File: config.mk
export PLATFORM = sky130hd
export DESIGN_NAME = line_clear_engine
export DESIGN_NICKNAME = d
export VERILOG_FILES = /design/src/rtl/tetris_pkg.sv /design/src/rtl/row_full_detect.sv /design/src/rtl/line_clear_engine.sv
export SDC_FILE = /design/constraint.sdc
export NUM_CORES = 1
export LEC_CHECK = 0
export CORE_AREA = 2 2 196 198
export DETAILED_ROUTE_END_ITERATION = 6
export DIE_AREA = 0 0 198 200
export PLACE_DENSITY = 0.75
export SETUP_SLACK_MARGIN = 0.3
export SYNTH_ARGS = -nofsm -noshare
export SYNTH_HDL_FRONTEND = slang
export SYNTH_SLANG_ARGS = --single-unit
File: constraint.sdc
create_clock -name clk -period 2.9 [get_ports clk]
set_input_delay 0.435 -clock clk [delete_from_list [all_inputs] [get_ports clk]]
set_output_delay 0.435 -clock clk [all_outputs]
set_load 0.02 [all_outputs]
File: src/rtl/tetris_pkg.sv
// rtl/tetris_pkg.sv - shared board geometry, colours, engine states and score table
package tetris_pkg;

  localparam int BOARD_ROWS = 20;
  localparam int BOARD_COLS = 10;
  localparam int COLOR_W    = 24;

  localparam logic [COLOR_W-1:0] EMPTY_CELL = 24'd0;

  localparam logic [COLOR_W-1:0] COLOR_I = 24'h00FFFF;
  localparam logic [COLOR_W-1:0] COLOR_O = 24'hFFFF00;
  localparam logic [COLOR_W-1:0] COLOR_T = 24'hA000F0;
  localparam logic [COLOR_W-1:0] COLOR_S = 24'h00F000;
  localparam logic [COLOR_W-1:0] COLOR_Z = 24'hF00000;
  localparam logic [COLOR_W-1:0] COLOR_J = 24'h0000F0;
  localparam logic [COLOR_W-1:0] COLOR_L = 24'hF0A000;

  typedef enum logic [2:0] {IDLE, RD, CAP, WR, FILL, DONE} lce_state_e;

  localparam logic [10:0] SCORE_0 = 11'd0;
  localparam logic [10:0] SCORE_1 = 11'd40;
  localparam logic [10:0] SCORE_2 = 11'd100;
  localparam logic [10:0] SCORE_3 = 11'd300;
  localparam logic [10:0] SCORE_4 = 11'd1200;

  function automatic logic [10:0] score_for(input logic [4:0] n);
    case (n)
      5'd0:    return SCORE_0;
      5'd1:    return SCORE_1;
      5'd2:    return SCORE_2;
      5'd3:    return SCORE_3;
      default: return SCORE_4;
    endcase
  endfunction

endpackage

File: src/rtl/row_full_detect.sv
// rtl/row_full_detect.sv - combinational check that every cell of a packed row is occupied
module row_full_detect
  import tetris_pkg::*;
#(
  parameter int NCOLS  = BOARD_COLS,
  parameter int CELL_W = COLOR_W
) (
  input  logic [NCOLS*CELL_W-1:0] row,
  output logic                    full
);

  always_comb begin
    full = 1'b1;
    for (int i = 0; i < NCOLS; i++) begin
      if (row[i*CELL_W +: CELL_W] == CELL_W'(EMPTY_CELL)) full = 1'b0;
    end
  end

endmodule

File: src/rtl/line_clear_engine.sv
// rtl/line_clear_engine.sv - bottom-up full-row removal and board compaction over the column RAMs
// Optional score_delta output enabled by LINE_CLEAR_SCORE_EN.
module line_clear_engine #(
  parameter int ROWS    = tetris_pkg::BOARD_ROWS,
  parameter int COLS    = tetris_pkg::BOARD_COLS,
  parameter int COLOR_W = tetris_pkg::COLOR_W
) (
  input  logic                    clk,
  input  logic                    rst_n,
  input  logic                    start,
  output logic                    busy,
  output logic                    done,
  output logic [4:0]              lines_cleared,
  output logic [4:0]              ram_row,
  input  logic [COLS*COLOR_W-1:0] ram_rdata,
  output logic [COLS*COLOR_W-1:0] ram_wdata,
  output logic [COLS-1:0]         ram_we
`ifdef LINE_CLEAR_SCORE_EN
  ,
  output logic [10:0]             score_delta
`endif
);

  import tetris_pkg::*;

  localparam logic [4:0] LAST_ROW = 5'(ROWS - 1);
  localparam logic [4:0] MAX_CNT  = 5'(ROWS);

  lce_state_e state_q, state_d;

  logic [4:0]              rd_q, wr_q, cnt_q, cnt_d, row_q;
  logic [COLS*COLOR_W-1:0] buf_q;
  logic                    full_q, row_full;

  row_full_detect #(
    .NCOLS  (COLS),
    .CELL_W (COLOR_W)
  ) u_full (
    .row  (ram_rdata),
    .full (row_full)
  );

  always_ff @(posedge clk or negedge rst_n) begin
    if (!rst_n) state_q <= IDLE;
    else        state_q <= state_d;
  end

  always_comb begin
    cnt_d = cnt_q;
    if (state_q == WR && full_q && cnt_q != MAX_CNT) cnt_d = cnt_q + 5'd1;
  end

  always_comb begin
    state_d   = state_q;
    ram_row   = row_q;
    ram_wdata = '0;
    ram_we    = '0;
    case (state_q)
      IDLE: if (start) state_d = RD;
      RD: begin
        ram_row = rd_q;
        state_d = CAP;
      end
      CAP: state_d = WR;
      WR: begin
        // A surviving row already sitting at its destination needs no rewrite.
        if (!full_q && wr_q != rd_q) begin
          ram_row   = wr_q;
          ram_wdata = buf_q;
          ram_we    = '1;
        end
        if (rd_q == 5'd0) state_d = (cnt_d != 5'd0) ? FILL : DONE;
        else              state_d = RD;
      end
      FILL: begin
        ram_row = wr_q;
        ram_we  = '1;
        if (wr_q == 5'd0) state_d = DONE;
      end
      DONE:    state_d = IDLE;
      default: state_d = IDLE;
    endcase
  end

  assign busy = (state_q != IDLE);
  assign done = (state_q == DONE);

  always_ff @(posedge clk or negedge rst_n) begin
    if (!rst_n) begin
      rd_q          <= LAST_ROW;
      wr_q          <= LAST_ROW;
      cnt_q         <= 5'd0;
      row_q         <= 5'd0;
      buf_q         <= '0;
      full_q        <= 1'b0;
      lines_cleared <= 5'd0;
    end else begin
      row_q <= ram_row;
      case (state_q)
        IDLE: if (start) begin
          rd_q  <= LAST_ROW;
          wr_q  <= LAST_ROW;
          cnt_q <= 5'd0;
        end
        CAP: begin
          buf_q  <= ram_rdata;
          full_q <= row_full;
        end
        WR: begin
          cnt_q <= cnt_d;
          if (!full_q && wr_q != 5'd0) wr_q <= wr_q - 5'd1;
          if (rd_q != 5'd0)            rd_q <= rd_q - 5'd1;
        end
        FILL: if (wr_q != 5'd0) wr_q <= wr_q - 5'd1;
        default: ;
      endcase
      if (state_d == DONE) lines_cleared <= cnt_d;
    end
  end

`ifdef LINE_CLEAR_SCORE_EN
  always_ff @(posedge clk or negedge rst_n) begin
    if (!rst_n)                score_delta <= 11'd0;
    else if (state_d == DONE)  score_delta <= score_for(cnt_d);
  end
`endif

endmodule
**Word-level counts from Yosys, hierarchy flattened**

Index checks and enable logic that the tools add are counted.

- Div/mod/pow operators: 0
- Bitwise gates (word level): 0
- $mul: 0
- Reductions and logical operators: 27
- Multiplexer cells: 30
- Shift operators: 0
- Equal/unequal tests: 12
- Order comparisons: 0
- $add $sub $neg: 3

Operators with widths:

| cell | count |
|---|---|
| 240-bit 2-to-1 mux | 2 |
| 24-bit zero test | 10 |
| 5-bit 2-to-1 mux | 7 |
| 5-bit case mux with 3 select lines | 2 |
| 10-bit case mux with 2 select lines | 1 |
| 5-bit case mux with 2 select lines | 2 |
| 3-bit case mux with 5 select lines | 1 |
| 5-bit nonzero test | 3 |
| 1-bit 2-to-1 mux | 11 |
| 5-bit zero test | 2 |
| 10-bit 2-to-1 mux | 1 |
| 5-bit by 1-bit subtractor with 5-bit output, second input constant | 2 |
| 3-bit == test, second input constant | 3 |
| 3-bit 2-to-1 mux | 3 |
| 3-bit by 2-bit == test with 1-bit output, second input constant | 2 |
| 3-bit nonzero test | 2 |
| 5-bit by 1-bit adder with 5-bit output, second input constant | 1 |
| 5-bit != test | 1 |
| 5-bit != test, second input constant | 1 |
| 1-bit logical AND | 4 |
| 2-bit by 1-bit != test with 1-bit output, second input constant | 2 |
| 2-bit != test, second input constant | 2 |
| 4-bit AND reduction | 1 |
| 3-bit by 1-bit == test with 1-bit output, second input constant | 1 |
| 5 further kinds | 5 |

- Output and inout bits: 262
- Latch bits: 0
- Memories kept: 0
- Bits of input ports: 243
- Bits in registers: 269
- ROM bits: 0
- Memory bits (writable): 0

**Longest topological paths before layout**

Gate-level depths: netlist (run 1).

- Depth in word-level cells: 11
- Mapped depth: 8
- Gate-level depth less buffers: 7

**Modules after synthesis**

Synthesis (run 1) repeated with hierarchy kept, for this count alone.

- Cell total of the unflattened synthesis: 1,041
- Area, all modules: 12,787.3 um^2

By module, submodules not included:

| module | sequential area each (um^2) | cells an instance | times used | area each (um^2) |
|---|---|---|---|---|
| line_clear_engine | 6,739.0 | 956 | 1 | 12,225.5 |
| row_full_detect | 0.0 | 85 | 1 | 561.8 |

**Worst setup path after synthesis (run 1)**

No wires, ideal clock.

- Kind: flip-flop to output port
- Start: register rd_q[0]
- End: output port ram_row[2]
- Arrival: 1.968 ns
- Setup slack: 0.497 ns
- Path buffers: 0
- Stages on the path, launching flop included: 6
- Cells stage by stage: dfstp_2 > xnor2_1 > nand3_1 > o31ai_1 > nand2_1 > a221o_1

- Cells in the longest elaborated chain, start to end: 4

RTL lines:

| element | RTL line | text |
|---|---|---|
| start, declared | line_clear_engine.sv:31 | `logic [4:0] rd_q, wr_q, cnt_q, cnt_d, row_q;` |
| start signal, assigned | line_clear_engine.sv:112 | `if (rd_q != 5'd0) rd_q <= rd_q - 5'd1;` |
| 5-bit != test | line_clear_engine.sv:67 | `if (!full_q && wr_q != rd_q) begin` |
| 1-bit logical AND | line_clear_engine.sv:67 |  |
| 5-bit 2-to-1 mux | line_clear_engine.sv:67 |  |
| 5-bit case mux with 3 select lines | line_clear_engine.sv:58 | `case (state_q)` |
| end, declared | line_clear_engine.sv:14 | `output logic [4:0] ram_row,` |

Every way passes these cells.

**Worst setup path after layout (run 1)**

- Start: register wr_q[1]
- End: output port ram_row[0]

- Cells in the longest elaborated chain, start to end: 4

RTL lines:

| element | RTL line | text |
|---|---|---|
| start, declared | line_clear_engine.sv:31 |  |
| start signal, assigned | line_clear_engine.sv:111 | `if (!full_q && wr_q != 5'd0) wr_q <= wr_q - 5'd1;` |
| start signal, assigned | line_clear_engine.sv:114 | `FILL: if (wr_q != 5'd0) wr_q <= wr_q - 5'd1;` |
| 5-bit != test | line_clear_engine.sv:67 |  |
| 1-bit logical AND | line_clear_engine.sv:67 |  |
| 5-bit 2-to-1 mux | line_clear_engine.sv:67 |  |
| 5-bit case mux with 3 select lines | line_clear_engine.sv:58 |  |

Every way passes these cells.

==> impl_metrics.env, run 1 <==
export IMPL_setup_slack_ns=-0.0721
export IMPL_arrival_ns=2.54
export IMPL_end_kind="output pin"
export IMPL_gr_total_overflow=0
export IMPL_dpl_hpwl_mm=31.2
export IMPL_critical_path_class="reg -> out"
export IMPL_worst_path_buf_inv=3
export IMPL_drc=0
export IMPL_syn_area_per_cell_sq_um=12.3
export IMPL_r2r_slack_ns=0.59
export IMPL_yosysSeqAreaShare=0.523
export IMPL_critPathLaunch="wr_q[1]"
export IMPL_rsz0062_at_grt="yes"
export IMPL_layout_common_cells="dfrtp_1 (262), clkdlybuf4s50_1 (248), mux2_2 (178), and2_1 (147), buf_6 (108)"
export IMPL_clk_latency_ns=0.57
export IMPL_path_cells="xnor2_2 -> nand3_4 -> buf_4 -> o31ai_4 -> buf_4 -> a21oi_2 -> a221o_1 -> buf_6"
export IMPL_outcome="finished, violations left"
export IMPL_fin_skew_ns=0.00659
export IMPL_gr_usage_all_layers=0.214
export IMPL_initialDrtViolationCount=385
export IMPL_cp_endpoint="ram_row[0]"
export IMPL_synthesis_area_sq_um=12900
export IMPL_io_pins=505
export IMPL_p_leak_nw=9.07
export IMPL_setup_tns_ns=-0.472
export IMPL_required_ns=2.47
export IMPL_syn2layout_area_growth_pct=59.2
export IMPL_yosys_register_bits=269
export IMPL_slew_viol_final=0
export IMPL_ir_drop_mv=0.461
export IMPL_fin_crit_sh=1.02
export IMPL_finalNetCount=1860
export IMPL_path_depth=8
export IMPL_viasPerCell=4.94
export IMPL_grt_max_degree=87
export IMPL_globalplace_congestion=0.904
export IMPL_synth_cell_types=53
export IMPL_r2r_start="rd_q[0]"
export IMPL_cp_max_fo=3
export IMPL_cts_tree="done"
export IMPL_hold_class="in -> async"
export IMPL_grt_pass1_wl_mm=64.6
export IMPL_ys_top_cells_by_area="dfrtp_1 (51%), mux2_2 (16%), and2_1 (12%)"
export IMPL_synth_top_cell_area_share=0.511
export IMPL_cts_root_buf="clkbuf_16"
export IMPL_placementRows=71
export IMPL_power_density_nw_per_um2=415
export IMPL_fmax_mhz=336
export IMPL_cts_clk_slew_worst_paths_ns=0.06
export IMPL_layout_commonest_cell="dfrtp_1"
export IMPL_start_util=0.344
export IMPL_ys_async_sr_fraction=1.00
export IMPL_die_x_um=198
export IMPL_slowest_delay_ns=0.58
export IMPL_relSlewSlack=0.508
export IMPL_cap_violations=0
export IMPL_ant_nets=0
export IMPL_reg2reg_depth=8
export IMPL_fp_dieH_um=200
export IMPL_hold_violations=0
export IMPL_coreArea_sq_um=37400
export IMPL_cts_buffers=30
export IMPL_vias=10598
export IMPL_synth_largest_area_cell="dfrtp_1"
export IMPL_setup_violations=24
export IMPL_drt_wirelength_per_cell_um=22.3
export IMPL_violations="negative setup slack"
export IMPL_cp_common_cell="buf_4"
export IMPL_yosysWarnings=0
export IMPL_clockBufferDepth=3
export IMPL_wirelength_mm=47.9
export IMPL_slowest_stage="dfstp_2"
export IMPL_cp_start_kind="flop"
export IMPL_grt_pass1_vias=10925
export IMPL_synth_edff_count=0
export IMPL_synth_ff_type="dfrtp_1"
export IMPL_fin_cells=2145
export IMPL_syn_num_nets=1294
export IMPL_firstDrtPassIters=5
export IMPL_drive_gt1_frac=0.436
export IMPL_portBuffers=504
export IMPL_critical_path_top_delay_family="compound AO/OA/AOI/OAI gates"
export IMPL_worst_pin_slew_ns=0.738
export IMPL_cts_num_sinks=269
export IMPL_rr_endpoint="lines_cleared[0]"
export IMPL_antenna_found_initial=3
export IMPL_finalCriticalPeriod_ns=2.97
export IMPL_placed_cells=2024
export IMPL_h_tree_depth=1
export IMPL_pre_cts_slack_ns=0.0204
export IMPL_die_area_sq_um=39600
export IMPL_syn_inst=1046
[worst register-to-register path: stages (launching register included)]
cell,delay [ns]
dfstp_2,0.38
buf_4,0.15
inv_1,0.05
ha_1,0.20
or4b_4,0.52
a2bb2oi_4,0.18
o21ai_2,0.09
o211ai_4,0.28
mux2_4,0.33
[routing by layer]
metal	vias up	routed length [um]	global-route usage
met3	85	3720	0.0492
met1	5253	19400	0.266
met4	0	1420	0.0652
met2	454	23300	0.371
li1	4806	-	-
met5	-	0	0
[stage by stage]
stage | instance area [sq um] | hold slack (ns) | power, mW | utilization
3_5_place_dp | 18500 | 0.467 | 4.76 | 0.495
3_3_place_gp | 18500 | 0.460 | 4.74 | 0.495
5_1_grt | 20500 | 0.494 | 8.80 | 0.548
4_1_cts | 19600 | 0.470 | 8.60 | 0.523
6_report | 20500 | 0.476 | 8.51 | 0.548
2_1_floorplan | 12900 | 0.139 | 4.20 | -
[power by group]
part	switching (mW)	total (mW)	internal (mW)
clock	1.53	3.81	2.28
combinational	0.257	0.683	0.426
sequential	0.0913	4.02	3.93
total	1.88	8.51	6.63
[synth_stat cells (2+ instances only)]
library cell  count
and2_1          242
o2bb2ai_1         2
buf_2            35
nand2_1          21
dfrtp_1         263
nand3_1           8
clkbuf_1          9
mux2_4            3
o21a_1            2
nor3b_1           2
nor3_1            8
nor4b_2           2
buf_4            27
xnor2_1           8
ha_1              5
o21ai_0           6
o31ai_1           2
nand4_1          10
a221o_1           5
mux2_2          178
nor2_1           20
a21oi_1           9
and3_1            3
a31oi_1           2
xor2_1            5
mux2_1           62
dfstp_2           6
nor4_1           63
a21o_1            3
nor2b_1           2
o21ai_2           2
inv_1            10
[flip-flops by register name, indices dropped and copies added (netlist names)]
signal	flops
buf_q	240
rd_q	5
cnt_q	5
lines_cleared	5
row_q	5
wr_q	5
full_q	1
state_q	3
[worst min-delay path by stage]
stage	startpoint	end	depth (start not counted)
floorplan	rst_n	buf_q[0]	0
global placement	buf_q[107]	buf_q[107]	1
detailed placement	buf_q[237]	buf_q[237]	1
CTS	ram_rdata[30]	buf_q[30]	2
global route	ram_rdata[38]	buf_q[38]	2
finish	rst_n	buf_q[28]	2
[cell type report]
class	instances	area (sq um)
diodes	2	5.00
inverters	10	37.5
repair buffers	606	6040
fillers	3139	16900
clock inverters	3	43.8
multi-input cells	695	6050
well taps	511	639
flip-flops and latches	269	6740
clock buffers	49	943
[cell families (layout without fill, tap and decap cells)]
| group | count (synthesis) | after routing | synth area share |
|---|---|---|---|
| AO/OA/AOI/OAI | 42 | 42 | 0.0282 |
| XOR/XNOR | 13 | 13 | 0.00884 |
| adder cells (fa/ha/maj) | 5 | 5 | 0.00486 |
| buffers and inverters | 82 | 668 | 0.0358 |
| flip-flops | 269 | 269 | 0.523 |
| multiplexers | 244 | 244 | 0.214 |
| other | 0 | 2 | 0 |
| AND/OR/NAND/NOR | 391 | 391 | 0.185 |
[what timing repair did]
item	CTS	global route
endpoints found under the hold margin	77	0
setup endpoints to repair	255	255
hold buffers	1	0
setup buffers	18	17
pin swaps	16	46
resized for setup	950	436
gates cloned	11	20
Power figures use the tool's default switching activity.
==> run 2: changes to the inputs <==
--- a/config.mk
+++ b/config.mk
@@ -5,9 +5,10 @@
 export SDC_FILE = /design/constraint.sdc
 export NUM_CORES = 1
 export LEC_CHECK = 0
-export CORE_AREA = 2 2 196 198
+export ABC_AREA = 1
+export CORE_AREA = 2 2 198 200
 export DETAILED_ROUTE_END_ITERATION = 6
-export DIE_AREA = 0 0 198 200
+export DIE_AREA = 0 0 200 202
 export PLACE_DENSITY = 0.75
 export SETUP_SLACK_MARGIN = 0.3
 export SYNTH_ARGS = -nofsm -noshare
==> run 2 against run 1 <==
Compared with the run above:
- cell area up 8.9%
- the run ends with design-rule violations, negative setup slack left
- sequential power about the same
- worst setup slack better by 0.0066 ns
- utilization up 3.5 points
- global-route usage is 0.054 points higher
- critical endpoint is now ram_wdata[201]
- largest power group unchanged
- clock skew about the same
==> impl_metrics.env, run 2 <==
export IMPL_cap_violations=0
export IMPL_power_frac_clock=0.453
export IMPL_slew_viol_final=0
export IMPL_largest_reg_flops=240
export IMPL_worst_pin_slew_ns=0.736
export IMPL_yosys_area_share_adder=0.00467
export IMPL_finalCriticalPeriod_ns=2.97
export IMPL_cts_buffers=30
export IMPL_yosys_area_share_simple=0.218
export IMPL_cts_clk_slew_worst_paths_ns=0.06
export IMPL_globalplace_congestion=0.897
export IMPL_arrival_ns=2.53
export IMPL_regMostFlops="buf_q"
export IMPL_synth_most_common_cell="inv_1"
export IMPL_layout_common_cells="inv_1 (491), nand2_1 (302), dfrtp_1 (262), o21ai_0 (252), clkdlybuf4s50_1 (248)"
export IMPL_synth_top_family_by_area="simple AND/OR/NAND/NOR gates"
export IMPL_clockBufferDepth=3
export IMPL_setup_slack_ns=-0.0655
export IMPL_start_util=0.350
export IMPL_power_frac_seq=0.455
export IMPL_hold_class="in -> async"
export IMPL_r2r_start="cnt_q[0]"
export IMPL_synth_xor_area_frac=0.00523
export IMPL_cts_tree="done"
export IMPL_ir_drop_mv=0.458
export IMPL_h_tree_depth=1
export IMPL_fp_dieH_um=202
export IMPL_synth_compound_area_frac=0.0990
export IMPL_outcome="finished, violations left"
export IMPL_syn_inst=1827
export IMPL_grtUsageMet2=0.375
export IMPL_end_kind="output pin"
export IMPL_yosysWarnings=0
export IMPL_gr_usage_all_layers=0.214
export IMPL_viasPerCell=4.77
export IMPL_critical_path_class="reg -> out"
export IMPL_initialDrtViolationCount=719
export IMPL_io_pins=505
export IMPL_die_x_um=200
export IMPL_syn_num_nets=2075
export IMPL_gr_total_overflow=0
export IMPL_rr_endpoint="lines_cleared[3]"
export IMPL_power_density_nw_per_um2=397
export IMPL_fin_util=0.583
export IMPL_p_sw_mw=2.11
export IMPL_violations="design-rule violations, negative setup slack"
export IMPL_synth_ff_type="dfrtp_1"
export IMPL_swShare=0.238
export IMPL_portBuffers=504
export IMPL_internal_power_mw=6.75
export IMPL_drt_wirelength_per_cell_um=17.4
export IMPL_grt_max_degree=153
export IMPL_relSlewSlack=0.509
export IMPL_ant_nets=0
export IMPL_pre_cts_slack_ns=0.121
export IMPL_fin_crit_sh=1.02
export IMPL_ys_async_sr_fraction=1.00
export IMPL_syn2layout_area_growth_pct=66.6
export IMPL_cts_num_sinks=269
export IMPL_r2r_slack_ns=0.93
export IMPL_gr_usage_met1=0.252
export IMPL_p_comb_frac=0.092
export IMPL_layout_commonest_cell="inv_1"
export IMPL_required_ns=2.47
export IMPL_p_leak_nw=10.9
export IMPL_fin_skew_ns=0.00656
export IMPL_synth_mux_area_frac=0
export IMPL_firstDrtPassIters=7
export IMPL_ys_top_cells_by_count="inv_1 (491), nand2_1 (305), nor2_1 (280)"
export IMPL_cts_root_buf="clkbuf_16"
export IMPL_synth_top_cell_area_share=0.491
export IMPL_fill_cells=3125
export IMPL_drive_gt1_frac=0.256
export IMPL_yosys_register_bits=269
export IMPL_coreArea_sq_um=38300
export IMPL_syn_area_per_cell_sq_um=7.33
export IMPL_die_area_sq_um=40400
export IMPL_grt_busiest_layer="met2"
export IMPL_placementRows=72
export IMPL_grt_pass1_vias=13241
export IMPL_vias=13808
export IMPL_grt_pass1_wl_mm=68.6
export IMPL_dpl_hpwl_mm=33.0
export IMPL_reg2reg_depth=13
export IMPL_synth_cell_types=30
export IMPL_grtUsageMet3=0.0481
export IMPL_finalNetCount=2603
export IMPL_setup_violations=23
export IMPL_wirelength_mm=50.3
export IMPL_yosysSeqAreaShare=0.503
export IMPL_drc=3
export IMPL_clk_latency_ns=0.56
export IMPL_hold_violations=0
export IMPL_fmax_mhz=337
export IMPL_cp_max_fo=10
export IMPL_cp_start_kind="flop"
export IMPL_ys_top_cells_by_area="dfrtp_1 (49%), inv_1 (14%), o21ai_0 (9.4%)"
export IMPL_antenna_found_initial=1
export IMPL_synth_largest_area_cell="dfrtp_1"
export IMPL_synthesis_area_sq_um=13400
export IMPL_synth_edff_count=0
export IMPL_rsz0062_at_grt="yes"
[run 2: cell count changes after synthesis, moves of 18 or more]
cell and change:
mux2_2 -178, nor4_1 -61, mux2_1 -62, and2_1 -242, clkbuf_1 +23, nand3_1 +29, nand2_1 +284, o21ai_0 +246
nand4_1 +48, nor2_1 +260, inv_1 +481, buf_4 -18
[run 2: worst max-delay path by stage]
| stage | startpoint | to | slack (ns) |
|---|---|---|---|
| after floorplan | wr_q[1] | ram_row[0] | 0.81 |
| after global placement | wr_q[1] | ram_wdata[209] | 0.13 |
| after detailed placement | wr_q[0] | ram_wdata[209] | 0.12 |
| after CTS | wr_q[0] | ram_wdata[141] | -0.36 |
| after global routing | rd_q[0] | ram_wdata[201] | -0.14 |
| final | rd_q[0] | ram_wdata[201] | -0.07 |
[run 2: power by group through the flow]
stage	Combinational (mW)	Sequential [mW]	Clock, mW
after floorplan	0.222	4.06	0
after global placement	0.721	4.08	0
after detailed placement	0.735	4.08	0
after CTS	0.744	4.02	4.08
after global routing	0.896	4.04	4.25
final	0.815	4.02	4.02
[run 2: layout make-up]
| type | instances | area (sq um) | share of cell area |
|---|---|---|---|
| flip-flops and latches | 269 | 6740 | 0.302 |
| diodes | 1 | 2.50 | 0.000112 |
| clock inverters | 14 | 180 | 0.00807 |
| clock buffers | 40 | 860 | 0.0385 |
| well taps | 518 | 648 | 0.0290 |
| multi-input cells | 978 | 5690 | 0.255 |
| inverters | 492 | 1850 | 0.0828 |
| repair buffers | 584 | 6350 | 0.285 |
[run 2: critical path, cell delays in order, from the launching register on]
cell and delay, ns:
dfstp_2 0.57, xor2_2 0.20, nor2_1 0.06, nand4_1 0.14
nand3_4 0.12, buf_12 0.16, clkbuf_16 0.20, clkbuf_16 0.18
nor2_1 0.14, buf_4 0.18
[run 2: logic make-up after synthesis]
family                   after synthesis
AND/OR/NAND/NOR                      702
buffers and inverters                580
flip-flops                           269
AO/OA/AOI/OAI                        263
XOR/XNOR                               8
adder cells (fa/ha/maj)                5
[run 2: stage by stage]
stage	hold WS, ns	cells	instance area (sq um)	power [mW]	setup TNS [ns]
finish	0.425	2896	22300	8.85	-0.859
global route	0.446	2896	22300	9.19	-5.52
CTS	0.430	2860	20100	8.84	-27.28
detailed placement	0.461	2791	19000	4.82	0
global placement	0.461	2791	19000	4.80	0
floorplan	0.139	1827	13400	4.28	0
[run 2: repair_timing]
item                                    CTS  global route
resized for setup                       737          1017
cloned                                    5            17
hold buffers                              1             0
endpoints found under the hold margin    68             0
endpoints found under the setup margin  255           255
setup buffers                             9            18
pin swaps                                 2             6
[run 2: layer usage]
metal	vias up	wire, um
met2	633	24800
met4	0	2140
li1	6478	-
met5	-	0
met3	123	4170
met1	6574	19100
